--- src/rtl/serial_imem_streamer.sv ---
// serial_imem_streamer: byte-writable little-endian instruction memory that streams one fetched word to a bit-serial core
//
// Ports:
//   clk, reset         rising-edge clock, synchronous active-high reset (memory contents survive reset)
//   we/waddr/wdata     byte write port, writes at or beyond NBYTES are dropped
//   fetch_req/addr     level fetch request with the byte address of the word's LSB (taken only in IDLE)
//   fetch_ack          one-cycle pulse: fetch accepted, stream starts in the same cycle
//   addr_err           one-cycle pulse: misaligned or out-of-range fetch rejected
//   busy               high while streaming or in the execute gap
//   word_out           parallel copy of the last accepted word
//   ser_valid/data/    LSB-first beats of LANES bits under a valid/ready handshake,
//   ser_ready/last     ser_last marks the final beat
//   done               one-cycle pulse when the execute gap ends
//
// Build option: define IMEM_PARITY_EN to append an even-parity beat after the data beats.
module serial_imem_streamer #(
  parameter int XLEN        = 32,
  parameter int DEPTH_WORDS = 16,
  parameter int LANES       = 1,
  parameter int ADDR_W      = 32,
  parameter int GAP_CYCLES  = 66
) (
  input  logic              clk,
  input  logic              reset,
  input  logic              we,
  input  logic [ADDR_W-1:0] waddr,
  input  logic [7:0]        wdata,
  input  logic              fetch_req,
  input  logic [ADDR_W-1:0] fetch_addr,
  output logic              fetch_ack,
  output logic              addr_err,
  output logic              busy,
  output logic [XLEN-1:0]   word_out,
  output logic              ser_valid,
  output logic [LANES-1:0]  ser_data,
  input  logic              ser_ready,
  output logic              ser_last,
  output logic              done
);
  localparam int WB     = XLEN / 8;
  localparam int NBYTES = DEPTH_WORDS * WB;
  localparam int BEATS  = XLEN / LANES;
`ifdef IMEM_PARITY_EN
  localparam int NB = BEATS + 1;
`else
  localparam int NB = BEATS;
`endif
  localparam int BW = NB > 1 ? $clog2(NB) : 1;
  localparam int GW = GAP_CYCLES > 1 ? $clog2(GAP_CYCLES) : 1;
  localparam int IW = DEPTH_WORDS > 1 ? $clog2(DEPTH_WORDS) : 1;
  localparam logic [ADDR_W:0] WB_A     = (ADDR_W + 1)'(WB);
  localparam logic [ADDR_W:0] NBYTES_A = (ADDR_W + 1)'(NBYTES);

  typedef enum logic [1:0] {IDLE, SHIFT, GAP} state_t;

  state_t            state;
  logic [XLEN-1:0]   mem [DEPTH_WORDS];
  logic [XLEN-1:0]   sreg;
  logic [XLEN-1:0]   word;
  logic [IW-1:0]     w_idx, f_idx;
  logic [ADDR_W-1:0] w_lane, f_lane;
  logic              w_ok, f_ok;
  logic [BW-1:0]     beat, next_beat;
  logic [GW-1:0]     gcnt;
  logic [LANES-1:0]  nxt_data;
`ifdef IMEM_PARITY_EN
  logic              par;
`endif

  // Memory is stored as words; a byte address splits into word index and byte lane.
  assign w_idx     = IW'(waddr / ADDR_W'(WB));
  assign w_lane    = waddr % ADDR_W'(WB);
  assign w_ok      = {1'b0, waddr} < NBYTES_A;
  assign f_idx     = IW'(fetch_addr / ADDR_W'(WB));
  assign f_lane    = fetch_addr % ADDR_W'(WB);
  // Widened by one bit so the end-of-word check cannot overflow near the top of the address space.
  assign f_ok      = f_lane == '0 && {1'b0, fetch_addr} + WB_A <= NBYTES_A;
  assign word      = mem[f_idx];
  assign next_beat = beat + BW'(1);
`ifdef IMEM_PARITY_EN
  assign nxt_data  = next_beat == BW'(BEATS) ? LANES'(par) : sreg[LANES-1:0];
`else
  assign nxt_data  = sreg[LANES-1:0];
`endif

  // The fetch reads the array before this edge's write lands, so a same-edge write is not seen.
  always_ff @(posedge clk)
    for (int i = 0; i < WB; i++)
      if (we && w_ok && w_lane == ADDR_W'(i)) mem[w_idx][i*8 +: 8] <= wdata;

  // The stream works from a private shifted copy, so later writes never disturb an in-flight word.
  always_ff @(posedge clk) begin
    if (reset) begin
      state     <= IDLE;
      fetch_ack <= 1'b0;
      addr_err  <= 1'b0;
      busy      <= 1'b0;
      word_out  <= '0;
      ser_valid <= 1'b0;
      ser_data  <= '0;
      ser_last  <= 1'b0;
      done      <= 1'b0;
      beat      <= '0;
      gcnt      <= '0;
      sreg      <= '0;
`ifdef IMEM_PARITY_EN
      par       <= 1'b0;
`endif
    end else begin
      fetch_ack <= 1'b0;
      addr_err  <= 1'b0;
      done      <= 1'b0;
      case (state)
        IDLE: if (fetch_req) begin
          if (f_ok) begin
            state     <= SHIFT;
            fetch_ack <= 1'b1;
            busy      <= 1'b1;
            word_out  <= word;
            sreg      <= word >> LANES;
            ser_valid <= 1'b1;
            ser_data  <= word[LANES-1:0];
            ser_last  <= NB == 1;
            beat      <= '0;
`ifdef IMEM_PARITY_EN
            par       <= ^word;
`endif
          end else begin
            addr_err  <= 1'b1;
          end
        end
        SHIFT: if (ser_ready) begin
          if (beat == BW'(NB - 1)) begin
            ser_valid <= 1'b0;
            ser_last  <= 1'b0;
            ser_data  <= '0;
            gcnt      <= '0;
            state     <= GAP_CYCLES == 0 ? IDLE : GAP;
            busy      <= GAP_CYCLES != 0;
            done      <= GAP_CYCLES == 0;
          end else begin
            beat      <= next_beat;
            ser_data  <= nxt_data;
            sreg      <= sreg >> LANES;
            ser_last  <= next_beat == BW'(NB - 1);
          end
        end
        GAP: if (gcnt == GW'(GAP_CYCLES - 1)) begin
          state <= IDLE;
          busy  <= 1'b0;
          done  <= 1'b1;
        end else begin
          gcnt  <= gcnt + GW'(1);
        end
        default: state <= IDLE;
      endcase
    end
  end
endmodule

--- config.mk ---
export PLATFORM = sky130hd
export DESIGN_NAME = serial_imem_streamer
export DESIGN_NICKNAME = d
export VERILOG_FILES = /design/src/rtl/serial_imem_streamer.sv
export SDC_FILE = /design/constraint.sdc
export NUM_CORES = 1
export LEC_CHECK = 0
export CORE_MARGIN = 1.5
export CORE_UTILIZATION = 46
export CTS_BUF_LIST = sky130_fd_sc_hd__clkbuf_8 sky130_fd_sc_hd__clkbuf_16
export CTS_CLUSTER_DIAMETER = 200
export DETAILED_ROUTE_END_ITERATION = 10
export PLACE_DENSITY_LB_ADDON = 0.12
export SLEW_MARGIN = 0
export SYNTH_ARGS = -nofsm -noshare
export SYNTH_HDL_FRONTEND = slang
export SYNTH_SLANG_ARGS = --single-unit
--- constraint.sdc ---
create_clock -name clk -period 4.3 [get_ports clk]
set_clock_uncertainty 0.15 [all_clocks]
set_input_delay 0.86 -clock clk [delete_from_list [all_inputs] [get_ports clk]]
set_output_delay 0.86 -clock clk [all_outputs]
set_load 0.03 [all_outputs]
* Yosys cells after proc, flatten, opt, wreduce, memory -nomap -nowiden
Memory sizes are Yosys's and may differ from the RTL's.
Cells that the tools add are included.
** Storage, ports and cells
- Bits in registers :: 85
- RAM bits :: 512
- Input bits :: 77
- Word-level logic and storage cells :: 107
- Memories kept :: 1
** Memory list
- mem :: words 16, bits a word 32, rd ports 1, clocked after memory_dff 0, wr ports 1, line 57 : logic [XLEN-1:0] mem [DEPTH_WORDS];
** Operators by class
- $add $sub $neg :: 3
- Magnitude comparators :: 2
- Equality and inequality tests :: 15
- Multiplexer cells :: 50
- Bitwise logic cells :: 3
- Reduce and logical (&&, ||, !) cells :: 21
** Operators by type and width (count)
- $mux 32 :: 4
- $logic_not 32->1 :: 2
- $pmux 32 s2 :: 1
- $add 32x3->33 const B :: 1
- $le 33x7->1 const B :: 1
- $lt 32x7->1 const B :: 1
- $mux 1 :: 26
- $mux 7 :: 3
- $mux 5 :: 4
- $reduce_and 5->1 :: 3
- $ne 2x2->1 const B :: 7
- $pmux 7 s2 :: 1
- $eq 5x5->1 const B :: 2
- $mux 2 :: 5
- $pmux 5 s2 :: 1
- $reduce_and 4->1 :: 2
- $add 7x1->7 const B :: 1
- $eq 7x7->1 const B :: 1
- $eq 2x2->1 const B :: 3
- $logic_and 1x1->1 :: 6
- $pmux 1 s2 :: 3
- $pmux 2 s3 :: 1
- $reduce_and 6->1 :: 1
- $add 5x1->5 const B :: 1
- other kinds (9) :: 13

* Logic depth before layout (Yosys ltp)
Gate-level depths: netlist (run 1).
- Depth in word-level cells :: 6
- Depth in mapped cells :: 12

* Least setup slack after synthesis (run 1)
No wires, ideal clock.
- Path type :: input to register
- From :: input fetch_addr[5]
- To :: register ser_data
- Arrival time :: 3.024 ns
- Slack :: 1.005 ns
- Stages :: 11
- Buffers on the path :: 3
- Cell sequence :: buf_4 -> nand4_2 -> buf_6 -> or4_1 -> o31ai_1 -> nand3_2 -> nor4b_2 -> nand4_1 -> buf_4 -> o21ai_2 -> mux2_2
** Between the ends
- Longest elaborated chain between the ends :: 5
- Elaborated cells between the ends (all ways) :: 9
- Classes of those cells :: add/sub (1); order compare (1); eq/ne (1); mux (3); reduce/logical (2); memory (1)
** RTL lines
- from (decl) :: line 29 : input logic [ADDR_W-1:0] fetch_addr,
- $add 32x3->33 :: line 77 : assign f_ok = f_lane == '0 && {1'b0, fetch_addr} + WB_A <= NBYTES_A;
- $le 33x7->1 :: line 77
- $logic_and 1x1->1 :: line 77
- $ne 2x2->1 (no source line)
- $reduce_and 4->1 (no source line)
- to (signal assigned) :: line 122 : ser_data <= word[LANES-1:0];
- to (signal assigned) :: line 143 : ser_data <= nxt_data;
- to (decl) :: line 35 : output logic [LANES-1:0] ser_data,
Several ways; a longest one is shown, not always the timed one. The select of a mux whose other input is x is not followed.
A chain may end at the register's enable or synchronous reset.

* Worst setup path in the final report (run 1)
- From :: input fetch_addr[10]
- To :: register ser_data
** Between the ends
- Longest elaborated chain between the ends :: 5
** RTL lines (line)
- $add 32x3->33 :: 77
- $le 33x7->1 :: 77
- $logic_and 1x1->1 :: 77
- $ne 2x2->1 (no source line)
- $reduce_and 4->1 (no source line)
No other way between the ends.

==> report_table.html, run 1 <==
<table>
<tr><th>Metric</th><th>Value</th></tr>
<tr><th colspan="2">Status</th></tr>
<tr><td>Run status</td><td>finished clean</td></tr>
<tr><th colspan="2">Clock tree</th></tr>
<tr><td>Clock sink count</td><td>596</td></tr>
<tr><td>Clock tree from TritonCTS</td><td>done</td></tr>
<tr><td>Later-pin clock latency in the skew report</td><td>0.61 ns</td></tr>
<tr><td>Post-CTS Hold Fix Bufs</td><td>0</td></tr>
<tr><td>Level count of the clock H-tree</td><td>2</td></tr>
<tr><td>Cell at the root of the clock tree</td><td>sky130_fd_sc_hd__clkbuf_16</td></tr>
<tr><td>Clk slew on worst S/H paths</td><td>0.06 ns</td></tr>
<tr><td>Post-CTS setup repair buffer count</td><td>0</td></tr>
<tr><td>Maximum root-to-sink buffer count</td><td>3</td></tr>
<tr><td>Total clock buffers created by CTS</td><td>60</td></tr>
<tr><td>Cells resized by post-CTS repair</td><td>0</td></tr>
<tr><th colspan="2">Global route</th></tr>
<tr><td>Via count of the first global-routing pass</td><td>12340</td></tr>
<tr><td>Maximum number of pins on one net before global-route repair</td><td>82</td></tr>
<tr><td>Overall global routing resource usage</td><td>20.32%</td></tr>
<tr><td>First-pass GRT wire length</td><td>78.98 mm</td></tr>
<tr><td>Number of antenna violations at the first check in global routing</td><td>4</td></tr>
<tr><td>Total congestion overflow after global routing</td><td>0</td></tr>
<tr><th colspan="2">Synthesis</th></tr>
<tr><td>Predominant post-synthesis flop cell</td><td>sky130_fd_sc_hd__edfxtp_1</td></tr>
<tr><td>Register area share after synthesis</td><td>71.56%</td></tr>
<tr><td>Post-synthesis area per instance</td><td>18.92 sq um</td></tr>
<tr><td>Count of yosys warnings during synthesis</td><td>0</td></tr>
<tr><td>Number of synthesized flops with an enable pin</td><td>512</td></tr>
<tr><td>Synthesized instance count</td><td>1260</td></tr>
<tr><td>Register bit total from synthesis</td><td>596</td></tr>
<tr><td>Share of the synthesized area in the top cell type</td><td>64.51%</td></tr>
<tr><td>Number of distinct library cells after synthesis</td><td>57</td></tr>
<tr><td>Area of the mapped netlist</td><td>23830 sq um</td></tr>
<tr><td>Post-synthesis async set-or-reset flop share</td><td>0%</td></tr>
<tr><td>Leading area contributor after synthesis</td><td>sky130_fd_sc_hd__edfxtp_1</td></tr>
<tr><td>Number of nets in the synthesized netlist</td><td>1342</td></tr>
<tr><td>Dominant cells by area after synthesis</td><td>sky130_fd_sc_hd__edfxtp_1, sky130_fd_sc_hd__mux4_2, sky130_fd_sc_hd__dfxtp_1, sky130_fd_sc_hd__mux2i_1, sky130_fd_sc_hd__nor2_1</td></tr>
<tr><th colspan="2">Run</th></tr>
<tr><td>Number of max-cap violations</td><td>0</td></tr>
<tr><th colspan="2">Placement</th></tr>
<tr><td>Cell count after placement</td><td>2071</td></tr>
<tr><td>Setup slack after placement</td><td>0.1389 ns</td></tr>
<tr><td>Port Buf Inserts</td><td>115</td></tr>
<tr><td>Final weighted congestion in routability-driven placement</td><td>0.8544</td></tr>
<tr><td>Estimated wirelength of the detail-placed design</td><td>33.03 mm</td></tr>
<tr><th colspan="2">Floorplan</th></tr>
<tr><td>Die area</td><td>53190 sq um</td></tr>
<tr><td>Num ports</td><td>116</td></tr>
<tr><td>Die Span X</td><td>230.6 microns</td></tr>
<tr><td>Initial cell density of the core</td><td>46.46%</td></tr>
<tr><td># rows</td><td>83</td></tr>
<tr><td>Die boundary height</td><td>230.6 microns</td></tr>
<tr><td>Floorplan Core Area</td><td>51300 sq um</td></tr>
<tr><th colspan="2">Timing</th></tr>
<tr><td>Maximum achievable frequency</td><td>0.2791 GHz</td></tr>
<tr><td>Setup TNS</td><td>0 ns</td></tr>
<tr><td>Final worst path period share</td><td>83.34%</td></tr>
<tr><td>Final worst path period need</td><td>3.583 ns</td></tr>
<tr><td>Worst Setup Slack, final</td><td>0.7166 ns</td></tr>
<tr><td>Max-slew headroom</td><td>15.86%</td></tr>
<tr><td># setup viols final</td><td>0</td></tr>
<tr><td>Number of pins with negative max-slew slack in the final report</td><td>0</td></tr>
<tr><td>Number of failing hold endpoints at the final stage</td><td>0</td></tr>
<tr><td>Least-Margin Pin Slew</td><td>1.262 ns</td></tr>
<tr><td>RSZ-0062 raised after global routing</td><td>no</td></tr>
<tr><th colspan="2">Routing</th></tr>
<tr><td>Total vias in the final route</td><td>12310</td></tr>
<tr><td>Post-detailed-routing wire length</td><td>53.02 mm</td></tr>
<tr><td>Number of antenna-violating nets in the routed design</td><td>0</td></tr>
<tr><td>Mean routed wirelength per cell</td><td>24.30 microns</td></tr>
<tr><td>Initial DRC Count</td><td>1015</td></tr>
<tr><td>DRC errors left</td><td>0</td></tr>
<tr><td>Detail-routed via count per cell</td><td>5.642</td></tr>
<tr><td>Detailed Routing Iterations Pass 1</td><td>7</td></tr>
<tr><th colspan="2">Hold path</th></tr>
<tr><td>Min-Delay Endpoint</td><td>ser_valid</td></tr>
<tr><td>Min-Delay Path Class</td><td>register to register</td></tr>
<tr><td>Cell depth of the worst min-delay path</td><td>2</td></tr>
<tr><td>Hold path startpoint</td><td>ser_valid</td></tr>
<tr><th colspan="2">Critical path</th></tr>
<tr><td>CP Cell Sequence</td><td>clkdlybuf4s50_1 &gt; nand4_2 &gt; or4_1 &gt; o41ai_2 &gt; nand4_1 &gt; a211oi_2 &gt; nand4_1 &gt; buf_12 &gt; o21ai_2 &gt; mux2_2</td></tr>
<tr><td>Largest delay share family, worst path</td><td>simple AND/OR/NAND/NOR gates</td></tr>
<tr><td>Slowest stage delay, CP</td><td>0.58 ns</td></tr>
<tr><td>Data arrival time of the worst path</td><td>3.93 ns</td></tr>
<tr><td>Start-to-end type of the worst setup path</td><td>primary input to register</td></tr>
<tr><td>Launch instance of the worst register-to-register path</td><td>beat[0]</td></tr>
<tr><td>Endpoint of the worst-slack reg-to-reg timing path</td><td>gcnt[5]</td></tr>
<tr><td>Required time at the endpoint of the critical path</td><td>4.65 ns</td></tr>
<tr><td>Worst reg-to-reg path cell count</td><td>8</td></tr>
<tr><td>Critical Path Slowest Stage Cell</td><td>sky130_fd_sc_hd__clkdlybuf4s50_1</td></tr>
<tr><td>Largest driver fanout on the critical path</td><td>19</td></tr>
<tr><td>Critical path endpoint category</td><td>register</td></tr>
<tr><td>Cell with the most instances on the worst path</td><td>sky130_fd_sc_hd__nand4_1</td></tr>
<tr><td>Category of the worst setup path launch point</td><td>primary input</td></tr>
<tr><td>R2r setup slk</td><td>1.62 ns</td></tr>
<tr><td>Critical path buffer and inverter count</td><td>2</td></tr>
<tr><th colspan="2">Power and ir drop</th></tr>
<tr><td>Pwr/cell area</td><td>420.6 nW/um^2</td></tr>
<tr><td>Static leakage</td><td>0.009386 uW</td></tr>
<tr><td>Max rail drop VDD</td><td>0.2967 mV</td></tr>
<tr><td>Overall power consumption</td><td>11780 uW</td></tr>
<tr><th colspan="2">Final layout</th></tr>
<tr><td>Number of diodes added for antenna fixing</td><td>0</td></tr>
<tr><td>Non-Filler Instances</td><td>2182</td></tr>
<tr><td>Area Growth Syn to Fin</td><td>17.54%</td></tr>
<tr><td>Number of nets in the finished design</td><td>1535</td></tr>
<tr><td>Ratio of cells with drive above 1 in the final layout</td><td>25.30%</td></tr>
<tr><td>Fraction of the core area covered by cells at the end of the flow</td><td>54.61%</td></tr>
</table>
==> worst max-delay path by stage <==
| stage | start | to | cells after the start | slack, ns |
|---|---|---|---|---|
| after CTS | fetch_addr[10] | ser_data | 10 | 0.79 |
| after detailed placement | fetch_addr[10] | ser_data | 10 | 0.14 |
| final | fetch_addr[10] | ser_data | 10 | 0.72 |
| after global routing | fetch_addr[14] | ser_data | 10 | 0.53 |
| after global placement | fetch_addr[10] | ser_data | 10 | 0.23 |
| after floorplan | fetch_addr[5] | ser_data | 11 | 1.00 |
==> layout by cell type (no fill, tap or decap), types with 5 or more instances in the layout <==
master and instances:
sky130_fd_sc_hd__dfxtp_1 84, sky130_fd_sc_hd__nor2_1 152, sky130_fd_sc_hd__buf_2 10, sky130_fd_sc_hd__mux2i_1 65, sky130_fd_sc_hd__buf_12 6, sky130_fd_sc_hd__xor2_1 5, sky130_fd_sc_hd__a211oi_1 5, sky130_fd_sc_hd__and3_1 5
sky130_fd_sc_hd__mux4_2 160, sky130_fd_sc_hd__a21oi_1 10, sky130_fd_sc_hd__nand3_1 20, sky130_fd_sc_hd__clkbuf_16 62, sky130_fd_sc_hd__a211oi_2 29, sky130_fd_sc_hd__ha_1 5, sky130_fd_sc_hd__nand2_1 24, sky130_fd_sc_hd__nor3_1 9
sky130_fd_sc_hd__buf_4 80, sky130_fd_sc_hd__nor4_1 11, sky130_fd_sc_hd__nor2b_1 10, sky130_fd_sc_hd__nand2b_1 8, sky130_fd_sc_hd__edfxtp_1 512, sky130_fd_sc_hd__nand4_1 13, sky130_fd_sc_hd__o21ai_0 7, sky130_fd_sc_hd__clkinv_1 7
sky130_fd_sc_hd__clkinv_2 10, sky130_fd_sc_hd__inv_1 28, sky130_fd_sc_hd__clkdlybuf4s50_1 102
==> kinds of logic (layout without fill, tap and decap cells) <==
kind of cell | count (synthesis) | count (layout) | share of synthesized area, %
compound gates | 72 | 72 | 2.751
xor+xnor | 9 | 9 | 0.3307
fa+ha+maj | 5 | 5 | 0.2625
buf+inv | 73 | 315 | 1.533
flops | 596 | 596 | 71.56
mux | 227 | 227 | 17.94
simple gates | 278 | 278 | 5.617
==> worst min-delay path, cell delays in order (launching register included) <==
cell                      delay, ns
sky130_fd_sc_hd__dfxtp_1       0.31
sky130_fd_sc_hd__nand2_1       0.05
sky130_fd_sc_hd__a21oi_1       0.05
==> metrics by stage <==
step	cell area, sq um	hold slack, ns
floorplan	23830	0.2947
global placement	26140	0.2969
detailed placement	26140	0.3046
CTS	28020	0.3126
global route	28020	0.3343
finish	28020	0.3077
==> Yosys cell counts (all sizes together) (2+ instances only) <==
cell / instances
edfxtp: 512
mux4: 160
nor2: 152
dfxtp: 84
mux2i: 65
clkbuf: 41
a211oi: 34
buf: 27
nand2: 24
nand3: 21
nand4: 16
nor4: 12
a21oi: 10
nor2b: 10
nor3: 9
o21ai: 9
nand2b: 8
and3: 5
ha: 5
inv: 5
xor2: 5
a31oi: 4
and4: 4
nor4b: 4
or4: 4
xnor2: 4
or3: 3
mux2: 2
nor3b: 2
o22ai: 2
o31a: 2
==> routing by layer <==
layer	GRT usage [%]	up-vias	wire length, microns
li1	-	5511	-
met1	29.69	6357	23820
met2	31.92	363	24880
met3	3.792	71	3325
met4	4.739	8	935
met5	0	-	56
==> cell type report <==
class	count	area, sq um
multi-input combinational	591	6412
clock buffer	62	1551
tap	680	850.8
inverter	5	18.77
clock inverter	49	320.3
sequential	596	17060
fill	4092	23290
timing repair buffer	199	1805
==> where the power goes <==
part           switching [uW]  internal [uW]
combinational             333            244
clock                    2110           2830
sequential              0.107           6270
==> state kept, by name (all words and copies together), names as in the netlist <==
register,cells
mem,512
word_out,32
sreg,31
gcnt,7
beat,5
state,2
addr_err,1
busy,1
done,1
fetch_ack,1
ser_data,1
ser_last,1
ser_valid,1
Power figures use the tool's default switching activity.
==> run 2: changes to the inputs <==
==> constraint.sdc (replaced) <==
create_clock -name clk -period 3.5 [get_ports clk]
set_clock_uncertainty 0.15 [all_clocks]
set_input_delay 0.7 -clock clk [delete_from_list [all_inputs] [get_ports clk]]
set_output_delay 0.7 -clock clk [all_outputs]
set_load 0.03 [all_outputs]
==> run 2 against run 1 <==
Against the previous run: critical path depth increased by 3; sequential cell count unchanged; global-route usage increased by 0.32 points; combinational power increased by 27%; wire length increased by 0.21%; non-clock buffer count increased by 48; utilization increased by 0.96 points; register-to-register slack got worse by 0.75 ns; largest cell class unchanged; largest power group unchanged.
==> report_table.html, run 2 (synthesis results as in run 1) <==
<table>
<tr><th>Metric</th><th>Value</th></tr>
<tr><th colspan="2">Timing</th></tr>
<tr><td>Final worst path period need</td><td>3.125 ns</td></tr>
<tr><td>Number of pins with negative max-slew slack in the final report</td><td>0 (unchanged)</td></tr>
<tr><td>Max-slew headroom</td><td>22.33% (+6.5 points)</td></tr>
<tr><td>Maximum achievable frequency</td><td>0.3200 GHz</td></tr>
<tr><td>Number of failing hold endpoints at the final stage</td><td>0 (unchanged)</td></tr>
<tr><td>RSZ-0062 raised after global routing</td><td>no</td></tr>
<tr><td>Setup TNS</td><td>0 ns (unchanged)</td></tr>
<tr><td># setup viols final</td><td>0 (unchanged)</td></tr>
<tr><td>Final worst path period share</td><td>89.28%</td></tr>
<tr><td>Least-Margin Pin Slew</td><td>1.165 ns (-0.09696 ns)</td></tr>
<tr><th colspan="2">Final layout</th></tr>
<tr><td>Ratio of cells with drive above 1 in the final layout</td><td>28.21% (+2.9 points)</td></tr>
<tr><td>Largest register FFs</td><td>512 (unchanged)</td></tr>
<tr><td>Non-Filler Instances</td><td>2229 (+2.2%)</td></tr>
<tr><td>Number of diodes added for antenna fixing</td><td>0 (unchanged)</td></tr>
<tr><td>Top reg by flops</td><td>mem</td></tr>
<tr><td>Number of nets in the finished design</td><td>1584 (+3.2%)</td></tr>
<tr><td>Most common cell after layout, fill and taps aside</td><td>sky130_fd_sc_hd__edfxtp_1</td></tr>
<tr><td>Multi-input gate area</td><td>6412 sq um (unchanged)</td></tr>
<tr><td>Largest registers in the final layout</td><td>mem (512), word_out (32), sreg (31)</td></tr>
<tr><td>FF/Latch Area</td><td>17060 sq um (unchanged)</td></tr>
<tr><td>Area Growth Syn to Fin</td><td>19.61%</td></tr>
<tr><td>Post-route standard cell area excluding fillers</td><td>28510 sq um (+1.8%)</td></tr>
<tr><td>Layout filler cell count</td><td>4001 (-2.2%)</td></tr>
<tr><td>Commonest cells after routing, fill and taps aside</td><td>sky130_fd_sc_hd__edfxtp_1, sky130_fd_sc_hd__mux4_2, sky130_fd_sc_hd__nor2_1</td></tr>
<tr><th colspan="2">Critical path</th></tr>
<tr><td>Number of cells on the critical path</td><td>13 (+3)</td></tr>
<tr><td>Critical path endpoint category</td><td>register</td></tr>
<tr><td>Launch instance of the worst register-to-register path</td><td>beat[0]</td></tr>
<tr><td>Slowest stage delay, CP</td><td>0.48 ns (-0.10 ns)</td></tr>
<tr><td>Endpoint of the worst-slack reg-to-reg timing path</td><td>gcnt[5]</td></tr>
<tr><td>Cell with the most instances on the worst path</td><td>sky130_fd_sc_hd__buf_4</td></tr>
<tr><td>Data arrival time of the worst path</td><td>3.46 ns (-0.47 ns)</td></tr>
<tr><td>Largest delay share family, worst path</td><td>buffers and inverters</td></tr>
<tr><td>Worst reg-to-reg path cell count</td><td>9 (+1)</td></tr>
<tr><td>Critical path buffer and inverter count</td><td>5 (+3)</td></tr>
<tr><td>Category of the worst setup path launch point</td><td>primary input</td></tr>
<tr><td>Largest driver fanout on the critical path</td><td>7 (-12)</td></tr>
<tr><td>Required time at the endpoint of the critical path</td><td>3.83 ns (-0.82 ns)</td></tr>
<tr><td>R2r setup slk</td><td>0.87 ns (-0.75 ns)</td></tr>
<tr><td>Critical Path Slowest Stage Cell</td><td>sky130_fd_sc_hd__clkdlybuf4s50_1</td></tr>
<tr><td>CP Cell Sequence</td><td>clkdlybuf4s50_1 &gt; nand4_1 &gt; buf_4 &gt; o31a_1 &gt; nor4_1 &gt; buf_4 &gt; nor2_1 &gt; nor4b_2 &gt; nand4_1 &gt; buf_4 &gt; buf_12 &gt; mux2i_1 &gt; nor2_1</td></tr>
<tr><td>Start-to-end type of the worst setup path</td><td>primary input to register</td></tr>
<tr><th colspan="2">Routing</th></tr>
<tr><td>Mean routed wirelength per cell</td><td>23.84 microns (-1.9%)</td></tr>
<tr><td>Post-detailed-routing wire length</td><td>53.13 mm (+0.21%)</td></tr>
<tr><td>Initial DRC Count</td><td>1117 (+10%)</td></tr>
<tr><td>DRC errors left</td><td>0 (unchanged)</td></tr>
<tr><td>Detailed Routing Iterations Pass 1</td><td>5 (-2)</td></tr>
<tr><td>Detail-routed via count per cell</td><td>5.593 (-0.87%)</td></tr>
<tr><td>Number of antenna-violating nets in the routed design</td><td>0 (unchanged)</td></tr>
<tr><td>Total vias in the final route</td><td>12470 (+1.3%)</td></tr>
<tr><th colspan="2">Global route</th></tr>
<tr><td>Maximum number of pins on one net before global-route repair</td><td>106 (+29%)</td></tr>
<tr><td>First-pass GRT wire length</td><td>80.92 mm (+2.4%)</td></tr>
<tr><td>Via count of the first global-routing pass</td><td>12750 (+3.4%)</td></tr>
<tr><td>Number of antenna violations at the first check in global routing</td><td>6 (+2)</td></tr>
<tr><td>Overall global routing resource usage</td><td>20.64% (+0.32 points)</td></tr>
<tr><td>Total congestion overflow after global routing</td><td>0 (unchanged)</td></tr>
<tr><th colspan="2">Power and ir drop</th></tr>
<tr><td>Overall power consumption</td><td>14750 uW (+25%)</td></tr>
<tr><td>Combinational share of power</td><td>5.0% (about the same)</td></tr>
<tr><td>Design internal power</td><td>11690 uW (+25%)</td></tr>
<tr><td>Sw Share</td><td>20.77% (+0.031 points)</td></tr>
<tr><td>Clk network pwr share</td><td>42.8% (+0.9 points)</td></tr>
<tr><td>Pwr/cell area</td><td>517.4 nW/um^2 (+23%)</td></tr>
<tr><td>Max rail drop VDD</td><td>0.4036 mV (+36%)</td></tr>
<tr><td>Sequential power share</td><td>52.2% (-1.0 points)</td></tr>
<tr><td>Net Sw Power</td><td>3064 uW (+25%)</td></tr>
<tr><td>Static leakage</td><td>0.009616 uW (+2.4%)</td></tr>
<tr><th colspan="2">Placement</th></tr>
<tr><td>Cell count after placement</td><td>2119 (+2.3%)</td></tr>
<tr><td>Post-place instance area</td><td>26570 sq um (+1.6%)</td></tr>
<tr><td>Estimated wirelength of the detail-placed design</td><td>33.48 mm (+1.4%)</td></tr>
<tr><td>Final weighted congestion in routability-driven placement</td><td>0.8412 (-1.5%)</td></tr>
<tr><td>Port Buf Inserts</td><td>115 (unchanged)</td></tr>
<tr><th colspan="2">Clock tree</th></tr>
<tr><td>Maximum root-to-sink buffer count</td><td>3 (unchanged)</td></tr>
<tr><td>Clock tree from TritonCTS</td><td>done</td></tr>
<tr><td>Post-CTS setup repair buffer count</td><td>0 (unchanged)</td></tr>
<tr><td>Total clock buffers created by CTS</td><td>61 (+1.7%)</td></tr>
<tr><td>Post-CTS Hold Fix Bufs</td><td>0 (unchanged)</td></tr>
<tr><td>Later-pin clock latency in the skew report</td><td>0.62 ns (about the same)</td></tr>
<tr><td>Level count of the clock H-tree</td><td>2 (unchanged)</td></tr>
<tr><td>Cells resized by post-CTS repair</td><td>0 (unchanged)</td></tr>
<tr><td>Cell at the root of the clock tree</td><td>sky130_fd_sc_hd__clkbuf_16</td></tr>
<tr><td>Clock sink count</td><td>596 (unchanged)</td></tr>
<tr><td>Clk slew on worst S/H paths</td><td>0.06 ns (about the same)</td></tr>
<tr><th colspan="2">Floorplan</th></tr>
<tr><td>Die boundary height</td><td>230.6 microns (unchanged)</td></tr>
<tr><td># rows</td><td>83 (unchanged)</td></tr>
<tr><td>Num ports</td><td>116 (unchanged)</td></tr>
<tr><td>Floorplan Core Area</td><td>51300 sq um (unchanged)</td></tr>
<tr><td>Initial cell density of the core</td><td>46.46% (unchanged)</td></tr>
<tr><td>Die Span X</td><td>230.6 microns (unchanged)</td></tr>
<tr><td>Die area</td><td>53190 sq um (unchanged)</td></tr>
<tr><th colspan="2">Hold path</th></tr>
<tr><td>Min-Delay Path Class</td><td>register to register</td></tr>
<tr><td>Min-Delay Endpoint</td><td>ser_valid</td></tr>
<tr><td>Cell depth of the worst min-delay path</td><td>2 (unchanged)</td></tr>
<tr><td>Hold path startpoint</td><td>ser_valid</td></tr>
<tr><th colspan="2">Status</th></tr>
<tr><td>Run status</td><td>finished clean</td></tr>
<tr><th colspan="2">Run</th></tr>
<tr><td>Number of max-cap violations</td><td>0 (unchanged)</td></tr>
</table>
run 2: cell count changes in the layout (fill, tap and decap cells not counted), sizes merged:
cell      before  now
clkinvlp       1    4
buf           96  144
bufinv         4    7
inv           31   18
clkinv        18   25
clkbuf        63   62
run 2: worst min-delay path, stage by stage, from the launching register on:
cell	delay (ns)
sky130_fd_sc_hd__dfxtp_1	0.31
sky130_fd_sc_hd__nand2_1	0.05
sky130_fd_sc_hd__a21oi_1	0.05
run 2: how the worst max path moves through the flow:
stage,from,endpoint
floorplan,fetch_addr[5],ser_data
global placement,fetch_addr[8],ser_data
detailed placement,fetch_addr[8],ser_data
CTS,fetch_addr[9],word_out[25]
global route,fetch_addr[9],word_out[29]
finish,fetch_addr[9],word_out[29]
run 2: power groups by stage:
stage / Combinational, uW / Sequential [uW] / Clock [uW]
after floorplan: 363 / 7850 / 0
after global routing: 784 / 7700 / 6730
after CTS: 744 / 7700 / 6480
after global placement: 733 / 7850 / 0
after detailed placement: 743 / 7850 / 0
final: 733 / 7700 / 6320
run 2: metrics by stage:
step           util (%)  worst slack [ns]  hold slack [ns]
4_1_cts           55.57            0.4128           0.3125
5_1_grt           55.57           0.09148           0.3320
2_1_floorplan         -            0.3649           0.2947
3_5_place_dp      51.79           -0.2250           0.3039
6_report          55.57            0.3750           0.3083
3_3_place_gp      51.79           -0.1851           0.3003
run 2: layer usage:
metal	GRT usage, %	routed length, microns
met1	30.00	23230
met2	32.48	25220
met3	3.421	3524
met4	5.760	1103
met5	0	57
run 2: final cells by class:
| class | instances | share of cell area [%] |
|---|---|---|
| sequential | 596 | 59.83 |
| multi-input combinational | 591 | 22.49 |
| timing repair buffer | 247 | 7.817 |
| clock buffer | 61 | 5.354 |
| tap | 680 | 2.984 |
| clock inverter | 49 | 1.457 |
| inverter | 5 | 0.06583 |
==> run 3: changes to the inputs <==
--- a/config.mk
+++ b/config.mk
@@ -6,7 +6,7 @@
 export NUM_CORES = 1
 export LEC_CHECK = 0
 export CORE_MARGIN = 1.5
-export CORE_UTILIZATION = 46
+export CORE_UTILIZATION = 31
 export CTS_BUF_LIST = sky130_fd_sc_hd__clkbuf_8 sky130_fd_sc_hd__clkbuf_16
 export CTS_CLUSTER_DIAMETER = 200
 export DETAILED_ROUTE_END_ITERATION = 10
==> constraint.sdc (replaced) <==
create_clock -name clk -period 3.5 [get_ports clk]
set_clock_uncertainty 0.15 [all_clocks]
set_input_delay 0.7 -clock clk [delete_from_list [all_inputs] [get_ports clk]]
set_output_delay 0.7 -clock clk [all_outputs]
set_load 0.05 [all_outputs]
==> run 3 against run 2 <==
Against the previous run: via count grew 1.7%; sequential share of layout area decreased by 1.7 points; largest cell class unchanged; non-clock buffer count grew 19; critical path depth unchanged; combinational power up 8.9%; critical endpoint is now ser_data; worst hold slack worse by 0.13 ns; sequential cell count unchanged; maximum frequency is 4.0% lower; sequential power barely moved.
==> report_table.html, run 3 (synthesis results as in run 1) <==
<table>
<tr><th>Metric</th><th>Value</th></tr>
<tr><th colspan="2">Final layout</th></tr>
<tr><td>Number of nets in the finished design</td><td>1611 (+1.7%)</td></tr>
<tr><td>Largest registers in the final layout</td><td>mem (512), word_out (32), sreg (31)</td></tr>
<tr><td>Most common cell after layout, fill and taps aside</td><td>sky130_fd_sc_hd__edfxtp_1</td></tr>
<tr><td>Layout filler cell count</td><td>6930 (+73%)</td></tr>
<tr><td>Area Growth Syn to Fin</td><td>23.09%</td></tr>
<tr><td>Post-route standard cell area excluding fillers</td><td>29340 sq um (+2.9%)</td></tr>
<tr><td>Top reg by flops</td><td>mem</td></tr>
<tr><td>Commonest cells after routing, fill and taps aside</td><td>sky130_fd_sc_hd__edfxtp_1, sky130_fd_sc_hd__mux4_2, sky130_fd_sc_hd__nor2_1</td></tr>
<tr><td>Ratio of cells with drive above 1 in the final layout</td><td>29.19% (+0.98 points)</td></tr>
<tr><td>Fraction of the core area covered by cells at the end of the flow</td><td>38.56% (-17 points)</td></tr>
<tr><td>Largest register FFs</td><td>512 (unchanged)</td></tr>
<tr><th colspan="2">Global route</th></tr>
<tr><td>First-pass GRT wire length</td><td>90.92 mm (+12%)</td></tr>
<tr><td>Via count of the first global-routing pass</td><td>13150 (+3.1%)</td></tr>
<tr><td>Overall global routing resource usage</td><td>16.17% (-4.5 points)</td></tr>
<tr><td>Number of antenna violations at the first check in global routing</td><td>8 (+2)</td></tr>
<tr><td>Total congestion overflow after global routing</td><td>0 (unchanged)</td></tr>
<tr><td>Maximum number of pins on one net before global-route repair</td><td>65 (-39%)</td></tr>
<tr><th colspan="2">Status</th></tr>
<tr><td>Run status</td><td>finished clean</td></tr>
<tr><th colspan="2">Timing</th></tr>
<tr><td>RSZ-0062 raised after global routing</td><td>no</td></tr>
<tr><td>Max-slew headroom</td><td>44.72% (+22 points)</td></tr>
<tr><td>Worst Setup Slack, final</td><td>0.2448 ns (-0.1302 ns)</td></tr>
<tr><td>Final worst path period need</td><td>3.255 ns (+0.1302 ns)</td></tr>
<tr><td>Number of pins with negative max-slew slack in the final report</td><td>0 (unchanged)</td></tr>
<tr><td>Worst hold margin</td><td>0.1764 ns (-0.1319 ns)</td></tr>
<tr><td>Final worst path period share</td><td>93.01% (+3.7 points)</td></tr>
<tr><td># setup viols final</td><td>0 (unchanged)</td></tr>
<tr><td>Number of failing hold endpoints at the final stage</td><td>0 (unchanged)</td></tr>
<tr><td>Least-Margin Pin Slew</td><td>0.8292 ns (-0.3359 ns)</td></tr>
<tr><td>Maximum achievable frequency</td><td>0.3072 GHz (-4.0%)</td></tr>
<tr><th colspan="2">Critical path</th></tr>
<tr><td>Largest driver fanout on the critical path</td><td>5 (-2)</td></tr>
<tr><td>Data arrival time of the worst path</td><td>3.60 ns (+0.14 ns)</td></tr>
<tr><td>Start-to-end type of the worst setup path</td><td>primary input to register</td></tr>
<tr><td>Required time at the endpoint of the critical path</td><td>3.84 ns (about the same)</td></tr>
<tr><td>Critical path endpoint category</td><td>register</td></tr>
<tr><td>R2r setup slk</td><td>0.80 ns (-0.07 ns)</td></tr>
<tr><td>Launch instance of the worst register-to-register path</td><td>beat[0]</td></tr>
<tr><td>Category of the worst setup path launch point</td><td>primary input</td></tr>
<tr><td>Endpoint of the worst-slack reg-to-reg timing path</td><td>gcnt[5]</td></tr>
<tr><td>Worst reg-to-reg path cell count</td><td>8 (-1)</td></tr>
<tr><th colspan="2">Clock tree</th></tr>
<tr><td>Clock sink count</td><td>596 (unchanged)</td></tr>
<tr><td>Post-CTS setup repair buffer count</td><td>0 (unchanged)</td></tr>
<tr><td>Clock tree from TritonCTS</td><td>done</td></tr>
<tr><td>Maximum root-to-sink buffer count</td><td>3 (unchanged)</td></tr>
<tr><td>Level count of the clock H-tree</td><td>3 (+1)</td></tr>
<tr><td>Post-CTS Hold Fix Bufs</td><td>0 (unchanged)</td></tr>
<tr><td>Cell at the root of the clock tree</td><td>sky130_fd_sc_hd__clkbuf_16</td></tr>
<tr><td>Total clock buffers created by CTS</td><td>69 (+13%)</td></tr>
<tr><td>Cells resized by post-CTS repair</td><td>0 (unchanged)</td></tr>
<tr><td>Clk slew on worst S/H paths</td><td>0.06 ns (about the same)</td></tr>
<tr><td>Later-pin clock latency in the skew report</td><td>0.60 ns (-0.02 ns)</td></tr>
<tr><th colspan="2">Floorplan</th></tr>
<tr><td>Die area</td><td>78560 sq um (+48%)</td></tr>
<tr><td>Floorplan Core Area</td><td>76080 sq um (+48%)</td></tr>
<tr><td>Die Span X</td><td>280.3 microns (+22%)</td></tr>
<tr><td>Num ports</td><td>116 (unchanged)</td></tr>
<tr><td>Initial cell density of the core</td><td>31.33% (-15 points)</td></tr>
<tr><td># rows</td><td>101 (+22%)</td></tr>
<tr><td>Die boundary height</td><td>280.3 microns (+22%)</td></tr>
<tr><th colspan="2">Routing</th></tr>
<tr><td>Detail-routed via count per cell</td><td>4.861 (-13%)</td></tr>
<tr><td>Mean routed wirelength per cell</td><td>24.00 microns (+0.71%)</td></tr>
<tr><td>Initial DRC Count</td><td>746 (-33%)</td></tr>
<tr><td>Total vias in the final route</td><td>12670 (+1.7%)</td></tr>
<tr><td>Post-detailed-routing wire length</td><td>62.58 mm (+18%)</td></tr>
<tr><td>Number of antenna-violating nets in the routed design</td><td>0 (unchanged)</td></tr>
<tr><td>DRC errors left</td><td>0 (unchanged)</td></tr>
<tr><td>Detailed Routing Iterations Pass 1</td><td>5 (unchanged)</td></tr>
<tr><th colspan="2">Run</th></tr>
<tr><td>Number of max-cap violations</td><td>0 (unchanged)</td></tr>
<tr><th colspan="2">Placement</th></tr>
<tr><td>Setup slack after placement</td><td>-0.3656 ns (-0.1407 ns)</td></tr>
<tr><td>Post-place instance area</td><td>27160 sq um (+2.2%)</td></tr>
<tr><td>Port Buf Inserts</td><td>115 (unchanged)</td></tr>
<tr><td>Estimated wirelength of the detail-placed design</td><td>41.21 mm (+23%)</td></tr>
<tr><td>Final weighted congestion in routability-driven placement</td><td>0.7952 (-5.5%)</td></tr>
<tr><th colspan="2">Hold path</th></tr>
<tr><td>Min-Delay Path Class</td><td>primary input to register</td></tr>
<tr><td>Hold path startpoint</td><td>wdata[3]</td></tr>
<tr><td>Cell depth of the worst min-delay path</td><td>1 (-1)</td></tr>
<tr><td>Min-Delay Endpoint</td><td>mem[14][27]</td></tr>
<tr><th colspan="2">Power and ir drop</th></tr>
<tr><td>Pwr/cell area</td><td>524.7 nW/um^2 (+1.4%)</td></tr>
<tr><td>Max rail drop VDD</td><td>0.3180 mV (-21%)</td></tr>
<tr><td>Static leakage</td><td>0.009836 uW (+2.3%)</td></tr>
<tr><td>Overall power consumption</td><td>15390 uW (+4.4%)</td></tr>
</table>
-- run 3: worst max-delay path by stage --
stage	startpoint	slack, ns	depth (start not counted)	endpoint
2_1_floorplan	fetch_addr[5]	0.36	11	ser_data
3_3_place_gp	fetch_addr[8]	-0.33	13	ser_data
3_5_place_dp	fetch_addr[8]	-0.37	13	ser_data
4_1_cts	fetch_addr[8]	0.26	14	word_out[9]
5_1_grt	fetch_addr[9]	0.08	13	sreg[30]
6_report	fetch_addr[9]	0.24	13	ser_data
-- run 3: per-layer routing --
| metal | vias up | routed length [microns] | GRT usage, % |
|---|---|---|---|
| li1 | 5658 | - | - |
| met1 | 6598 | 28290 | 22.37 |
| met2 | 332 | 29610 | 25.91 |
| met3 | 72 | 3555 | 3.323 |
| met4 | 12 | 1045 | 4.297 |
| met5 | - | 79 | 0 |
-- run 3: area by class of cell --
| class | count | area (sq um) | area share (%) |
|---|---|---|---|
| inverter | 5 | 18.77 | 0.06397 |
| antenna | 1 | 2.502 | 0.008530 |
| multi-input combinational | 591 | 6412 | 21.86 |
| sequential | 596 | 17060 | 58.14 |
| tap | 1030 | 1289 | 4.393 |
| clock buffer | 71 | 1777 | 6.056 |
| timing repair buffer | 266 | 2387 | 8.137 |
| clock inverter | 47 | 395.4 | 1.348 |
-- run 3: critical path, cell delays in order --
cell and delay, ns:
sky130_fd_sc_hd__clkdlybuf4s50_1 0.47, sky130_fd_sc_hd__nand4_1 0.20, sky130_fd_sc_hd__buf_4 0.22, sky130_fd_sc_hd__buf_4 0.14
sky130_fd_sc_hd__o31a_1 0.26, sky130_fd_sc_hd__nor4_1 0.28, sky130_fd_sc_hd__buf_4 0.17, sky130_fd_sc_hd__nor2_1 0.05
sky130_fd_sc_hd__nor4b_2 0.30, sky130_fd_sc_hd__nand4_1 0.18, sky130_fd_sc_hd__buf_4 0.19, sky130_fd_sc_hd__o21ai_2 0.07
sky130_fd_sc_hd__mux2_2 0.34
-- run 3: where the power goes --
| group | switching (uW) | internal, uW | leakage, uW |
|---|---|---|---|
| Sequential | 0.139 | 7700 | 0.00528 |
| Clock | 2780 | 4110 | 0.00111 |
| Combinational | 458 | 340 | 0.00345 |
| Total | 3240 | 12200 | 0.00984 |
-- run 3: stage by stage --
stage	setup TNS [ns]	cells
2_1_floorplan	0	1260
3_3_place_gp	-17.36	2488
3_5_place_dp	-20.32	2488
4_1_cts	0	2606
5_1_grt	0	2607
6_report	0	2607
